### config.mk
export PLATFORM = sky130hd
export DESIGN_NAME = lsu_mem_stage
export DESIGN_NICKNAME = d
export VERILOG_FILES = /design/src/rtl/lsu_mem_stage.sv
export SDC_FILE = /design/constraint.sdc
export NUM_CORES = 1
export LEC_CHECK = 0
export BUFFER_PORTS_ARGS = -buffer_cell sky130_fd_sc_hd__buf_2
export CORE_MARGIN = 4
export CORE_UTILIZATION = 40
export CTS_CLUSTER_DIAMETER = 40
export DETAILED_ROUTE_END_ITERATION = 16
export GPL_ROUTABILITY_DRIVEN = 0
export PLACE_DENSITY = 0.66
export SETUP_SLACK_MARGIN = 0.1
export SLEW_MARGIN = 10
export SYNTH_ARGS = -nofsm -noshare
export SYNTH_HDL_FRONTEND = slang
export SYNTH_SLANG_ARGS = --single-unit
### constraint.sdc
create_clock -name clk -period 11.5 [get_ports clk]
set_input_delay 1.725 -clock clk [delete_from_list [all_inputs] [get_ports clk]]
set_output_delay 1.725 -clock clk [all_outputs]
set_load 0.02 [all_outputs]
### src/rtl/lsu_mem_stage.sv
`default_nettype none
// lsu_mem_stage: load/store unit driving a word-wide dmem; sub-word stores use read-modify-write.
// Optional macro LSU_MISALIGN_TRAP_EN: report misaligned requests instead of force-aligning them.
module lsu_mem_stage (
  input  logic        clk,
  input  logic        rst,
  input  logic        req_valid,
  output logic        req_ready,
  input  logic        req_is_store,
  input  logic [2:0]  req_funct3,
  input  logic [31:0] req_addr,
  input  logic [31:0] req_wdata,
  input  logic [4:0]  req_rd,
  output logic        resp_valid,
  output logic [4:0]  resp_rd,
  output logic [31:0] resp_data,
  output logic        resp_misaligned,
  output logic [31:0] dmem_read,
  output logic [31:0] dmem_write,
  output logic        dmem_rd_en,
  output logic        dmem_wr_en,
  output logic [31:0] dmem_in_data,
  input  logic [31:0] dmem_out_data
);

  localparam logic [2:0] IDLE   = 3'd0;
  localparam logic [2:0] LD_RD  = 3'd1;
  localparam logic [2:0] LD_CAP = 3'd2;
  localparam logic [2:0] ST_RD  = 3'd3;
  localparam logic [2:0] ST_CAP = 3'd4;
  localparam logic [2:0] ST_WR  = 3'd5;

  logic [2:0]  state_q, state_d;
  logic [31:0] addr_q;
  logic [2:0]  funct3_q;
  logic [15:0] wdata_q;
  logic [4:0]  rd_q;
  logic        store_q;
  logic [31:0] merge_q, merge_d;
  logic        resp_valid_q;
  logic [4:0]  resp_rd_q;
  logic [31:0] resp_data_q;

  logic        accept, is_word, is_half, misaligned, trap;
  logic [31:0] addr_eff, shifted, load_data;

  assign req_ready  = (state_q == IDLE) && !rst;
  assign accept     = req_valid && req_ready;
  // funct3[1] set selects the word path for both loads and stores (covers the reserved codes)
  assign is_word    = req_funct3[1];
  assign is_half    = (req_funct3[1:0] == 2'b01);
  assign misaligned = (is_word && (req_addr[1:0] != 2'b00)) || (is_half && req_addr[0]);

`ifdef LSU_MISALIGN_TRAP_EN
  logic trap_q;
  logic resp_mis_q;
  assign trap            = misaligned;
  assign addr_eff        = req_addr;
  assign resp_misaligned = resp_mis_q;
`else
  assign trap            = 1'b0;
  assign addr_eff        = misaligned ? (req_addr & ~{30'b0, is_word, is_word | is_half}) : req_addr;
  assign resp_misaligned = 1'b0;
`endif

  assign dmem_read    = {2'b00, addr_q[31:2]};
  assign dmem_write   = {2'b00, addr_q[31:2]};
  assign dmem_rd_en   = (state_q == LD_RD) || (state_q == ST_RD);
  assign dmem_wr_en   = (state_q == ST_WR);
  assign dmem_in_data = merge_q;

  assign resp_valid = resp_valid_q;
  assign resp_rd    = resp_rd_q;
  assign resp_data  = resp_data_q;

  always_comb begin
    state_d = state_q;
    case (state_q)
      IDLE: begin
        if (accept && !trap) begin
          if (req_is_store) state_d = is_word ? ST_WR : ST_RD;
          else              state_d = LD_RD;
        end
      end
      LD_RD:   state_d = LD_CAP;
      LD_CAP:  state_d = IDLE;
      ST_RD:   state_d = ST_CAP;
      ST_CAP:  state_d = ST_WR;
      ST_WR:   state_d = IDLE;
      default: state_d = IDLE;
    endcase
  end

  always_comb begin
    shifted = dmem_out_data >> {addr_q[1:0], 3'b000};
    case (funct3_q[1:0])
      2'b00:   load_data = funct3_q[2] ? {24'b0, shifted[7:0]}  : {{24{shifted[7]}}, shifted[7:0]};
      2'b01:   load_data = funct3_q[2] ? {16'b0, shifted[15:0]} : {{16{shifted[15]}}, shifted[15:0]};
      default: load_data = shifted;
    endcase
  end

  always_comb begin
    merge_d = dmem_out_data;
    if (funct3_q[0]) begin
      if (addr_q[1]) merge_d[31:16] = wdata_q;
      else           merge_d[15:0]  = wdata_q;
    end else begin
      merge_d[{addr_q[1:0], 3'b000} +: 8] = wdata_q[7:0];
    end
  end

  always_ff @(posedge clk or posedge rst) begin
    if (rst) begin
      state_q      <= IDLE;
      addr_q       <= '0;
      funct3_q     <= '0;
      wdata_q      <= '0;
      rd_q         <= '0;
      store_q      <= 1'b0;
      merge_q      <= '0;
      resp_valid_q <= 1'b0;
      resp_rd_q    <= '0;
      resp_data_q  <= '0;
`ifdef LSU_MISALIGN_TRAP_EN
      trap_q       <= 1'b0;
      resp_mis_q   <= 1'b0;
`endif
    end else begin
      state_q      <= state_d;
      resp_valid_q <= 1'b0;
`ifdef LSU_MISALIGN_TRAP_EN
      trap_q <= 1'b0;
      // trapped request never leaves IDLE; answer it on the edge after acceptance
      if (trap_q) begin
        resp_valid_q <= 1'b1;
        resp_rd_q    <= rd_q;
        resp_data_q  <= '0;
        resp_mis_q   <= 1'b1;
      end
`endif
      if (accept) begin
        addr_q   <= addr_eff;
        funct3_q <= req_funct3;
        wdata_q  <= req_wdata[15:0];
        rd_q     <= req_rd;
        store_q  <= req_is_store;
`ifdef LSU_MISALIGN_TRAP_EN
        trap_q   <= trap;
`endif
        if (!trap && req_is_store && is_word) merge_q <= req_wdata;
      end
      if (state_q == ST_CAP) merge_q <= merge_d;
      if ((state_q == LD_CAP) || (state_q == ST_WR)) begin
        resp_valid_q <= 1'b1;
        resp_rd_q    <= store_q ? 5'd0 : rd_q;
        resp_data_q  <= store_q ? 32'd0 : load_data;
`ifdef LSU_MISALIGN_TRAP_EN
        resp_mis_q   <= 1'b0;
`endif
      end
    end
  end

endmodule
`default_nettype wire

==> impl_metrics.toml <==
[setup_path]
startpoint_type = "input pin"
crit_family = "buffers and inverters"
setup.worst_path.class = "in -> out"
cpMostUsedCell = "buf_2"
critPathCaptureType = "output pin"
arrival_ps = 2400
worst-path-buf-inv = 2
cp_data_required_time_ps = 9780
crit_chain = "buf_2, nor4_4, buf_2"
crit_path_max_incr_delay_ps = 300
critPathMaxFanout = 7
cp_slowest_cell = "nor4_4"

[cells_and_area]
diodes = 0
seqCellArea_sq_um = 3260
multi_input_area_sq_um = 3100
drive_above_1_share_pct = 43.5
final_common_cell = "buf_2"
area_delta_synth_final_pct = 22.4
final_core_util_pct = 50.0
fin_nets = 908
fill_cells = 1564
layout_common_cells = "buf_2 (240), dfrtp_1 (128), mux2_2 (59), mux2i_1 (52), nand2_1 (47)"

[sta]
fin_ws_ps = 7380
max_freq_mhz = 243
final.setup.tns_ps = 0
period_share_pct = 35.8
rsz0062_at_grt = "no"
maxSlewViolCount = 0
hold_viol = 0
maxSlewHeadroom_pct = 22.2
finalSetupViolCount = 0
tightest_slew_ps = 1170
finalCriticalPeriod_ps = 4120
clock_skew_ps = 5.88

[synthesis]
seq_area_frac_synth_pct = 45.9
synth_top_area_cell = "dfrtp_1"
ys_ff_latch = 130
synthCells = 633
synth_edf_count = 0
ys_types = 49
synth.top_cell.area_share_pct = 45.9
yosys-top-cells-area = "dfrtp_1 (46%), mux2_2 (9.4%), mux2i_1 (7.3%), buf_4 (7.1%), a221o_1 (4.5%)"
synthFlopType = "dfrtp_1"
yosys_warnings = 0
avgSynthCellArea_sq_um = 11.2
synth_area_sq_um = 7090
postSynth.asyncResetShare_pct = 100

[power_and_ir_drop]
ir_worst_vdd_v = 0.000155
power.total_uw = 2850
p_leak_uw = 0.00408
p_per_area_nw_per_um2 = 328

[flow_run]
maxCapViolCount = 0

[floorplan]
io_pins = 246
core_sq_um = 17400
die_h_um = 141
die_area_sq_um = 19900
initial_core_util_pct = 40.8
rows = 48
die_w_um = 141

[clock_tree]
clk_latency_ps = 410
cts_max_path_buffers = 2
cts_made_buffers = 17
cts_tree = "yes"
post-cts-setup-buffers = 0
cts_resized = 0
cts-root-buf = "clkbuf_16"
cts.sinks = 130
holdBufCountCts = 0
clk_pin_slew_worst_paths_ps = 60
cts_htree_levels = 4

[routing]
drt_wl_total_um = 21100
dr.pass1.iters = 5
avgRoutedWirePerCell_um = 20.4
drcViolationCount = 0
drtAntennaViolNets = 0
drtIter0Drc = 399
vias_per_cell = 5.52
vias = 5696

[grt]
grt_pass1_vias = 5493
grt_pass1_wl_um = 32000
grt_usage_pct = 20.8
overflow = 0
grt_max_degree = 76
grt_antenna_before_repair = 1

[worst_hold_path]
hp-class = "reg -> reg"

[place]
dp_hpwl_um = 15300
pre_cts_ws_ps = 7370
numPortBuffers = 240

[status]
status = "completed"
[metal layers]
| layer | GRT usage (%) | vias up | share of wire, % |
|---|---|---|---|
| li1 | - | 2634 | - |
| met1 | 27.7 | 2769 | 43 |
| met2 | 33.2 | 272 | 47 |
| met3 | 6.34 | 19 | 8.4 |
| met4 | 5.00 | 2 | 1.2 |
| met5 | 0 | - | 0.057 |
[final timing paths]
path	start	slack [ps]	endpoint	depth (start not counted)
min in group asynchronous	rst	1450	state_q[1]$_DFFE_PP0P_	2
worst min-delay path	resp_data[1]$_DFFE_PP0P_	480	resp_data[1]$_DFFE_PP0P_	2
worst max-delay path	rst	7380	req_ready	3
worst min register to register	resp_data[1]$_DFFE_PP0P_	480	resp_data[1]$_DFFE_PP0P_	2
max in group asynchronous	rst	8570	funct3_q[0]$_DFFE_PP0P_	3
worst max register to register	addr_q[1]$_DFFE_PP0P_	8360	dmem_in_data[20]$_DFFE_PP0P_	7
[area by class of cell]
| cell class | count | area share, % |
|---|---|---|
| repair buffers | 250 | 14.7 |
| multi-input cells | 386 | 35.7 |
| flip-flops and latches | 130 | 37.5 |
| clock buffers | 18 | 5.06 |
| inverters | 10 | 0.462 |
| clock inverters | 13 | 3.25 |
| well taps | 225 | 3.25 |
[flip-flops by register name, indices dropped and copies added (netlist names)]
register	count
store_q	1
resp_rd	5
resp_data	32
state_q	3
funct3_q	3
rd_q	5
addr_q	32
resp_valid	1
dmem_in_data	32
wdata_q	16
[cell families after synthesis]
| kind of cell | share of synthesized area (%) |
|---|---|
| and+or+nand+nor | 7.75 |
| muxes | 17.8 |
| AOI/OAI and AO/OA | 16.9 |
| buffers and inverters | 10.6 |
| other | 0.0529 |
| DFF | 45.9 |
| adders and majority gates | 0.883 |
[stage by stage]
| step | hold WS (ps) | instances | cell area (sq um) |
|---|---|---|---|
| after floorplan | 461 | 637 | 7100 |
| after global placement | 461 | 1001 | 7950 |
| after detailed placement | 473 | 1001 | 7950 |
| after CTS | 488 | 1032 | 8670 |
| after global routing | 502 | 1032 | 8670 |
| final | 479 | 1032 | 8670 |
[report_power, final]
part / switching (uW) / total (uW) / internal, uW
clock: 203 / 659 / 456
sequential: 196 / 868 / 672
combinational: 783 / 1320 / 538
[synth_stat cells (2+ instances only)]
cell type  count
dfrtp_1      130
buf_4         67
mux2_2        59
mux2i_1       52
nand2_1       47
a21oi_1       33
a221o_1       32
a221oi_1      30
clkbuf_1      23
a22o_1        14
buf_2         14
nor2_1        14
o22ai_1       14
nand3b_1      13
o21ai_0       11
inv_1          9
nor2b_1        8
o31ai_1        8
a211oi_1       7
ha_1           5
mux2_1         5
and3_1         4
buf_6          4
buf_1          3
and3b_1        2
nor4bb_1       2
[tightest hold or removal path: stages, from the launching register on]
cell     delay (ps)
dfrtp_1         330
nand2_1          50
o21ai_0          60
Note: power is estimated with default switching activity, not from simulation.
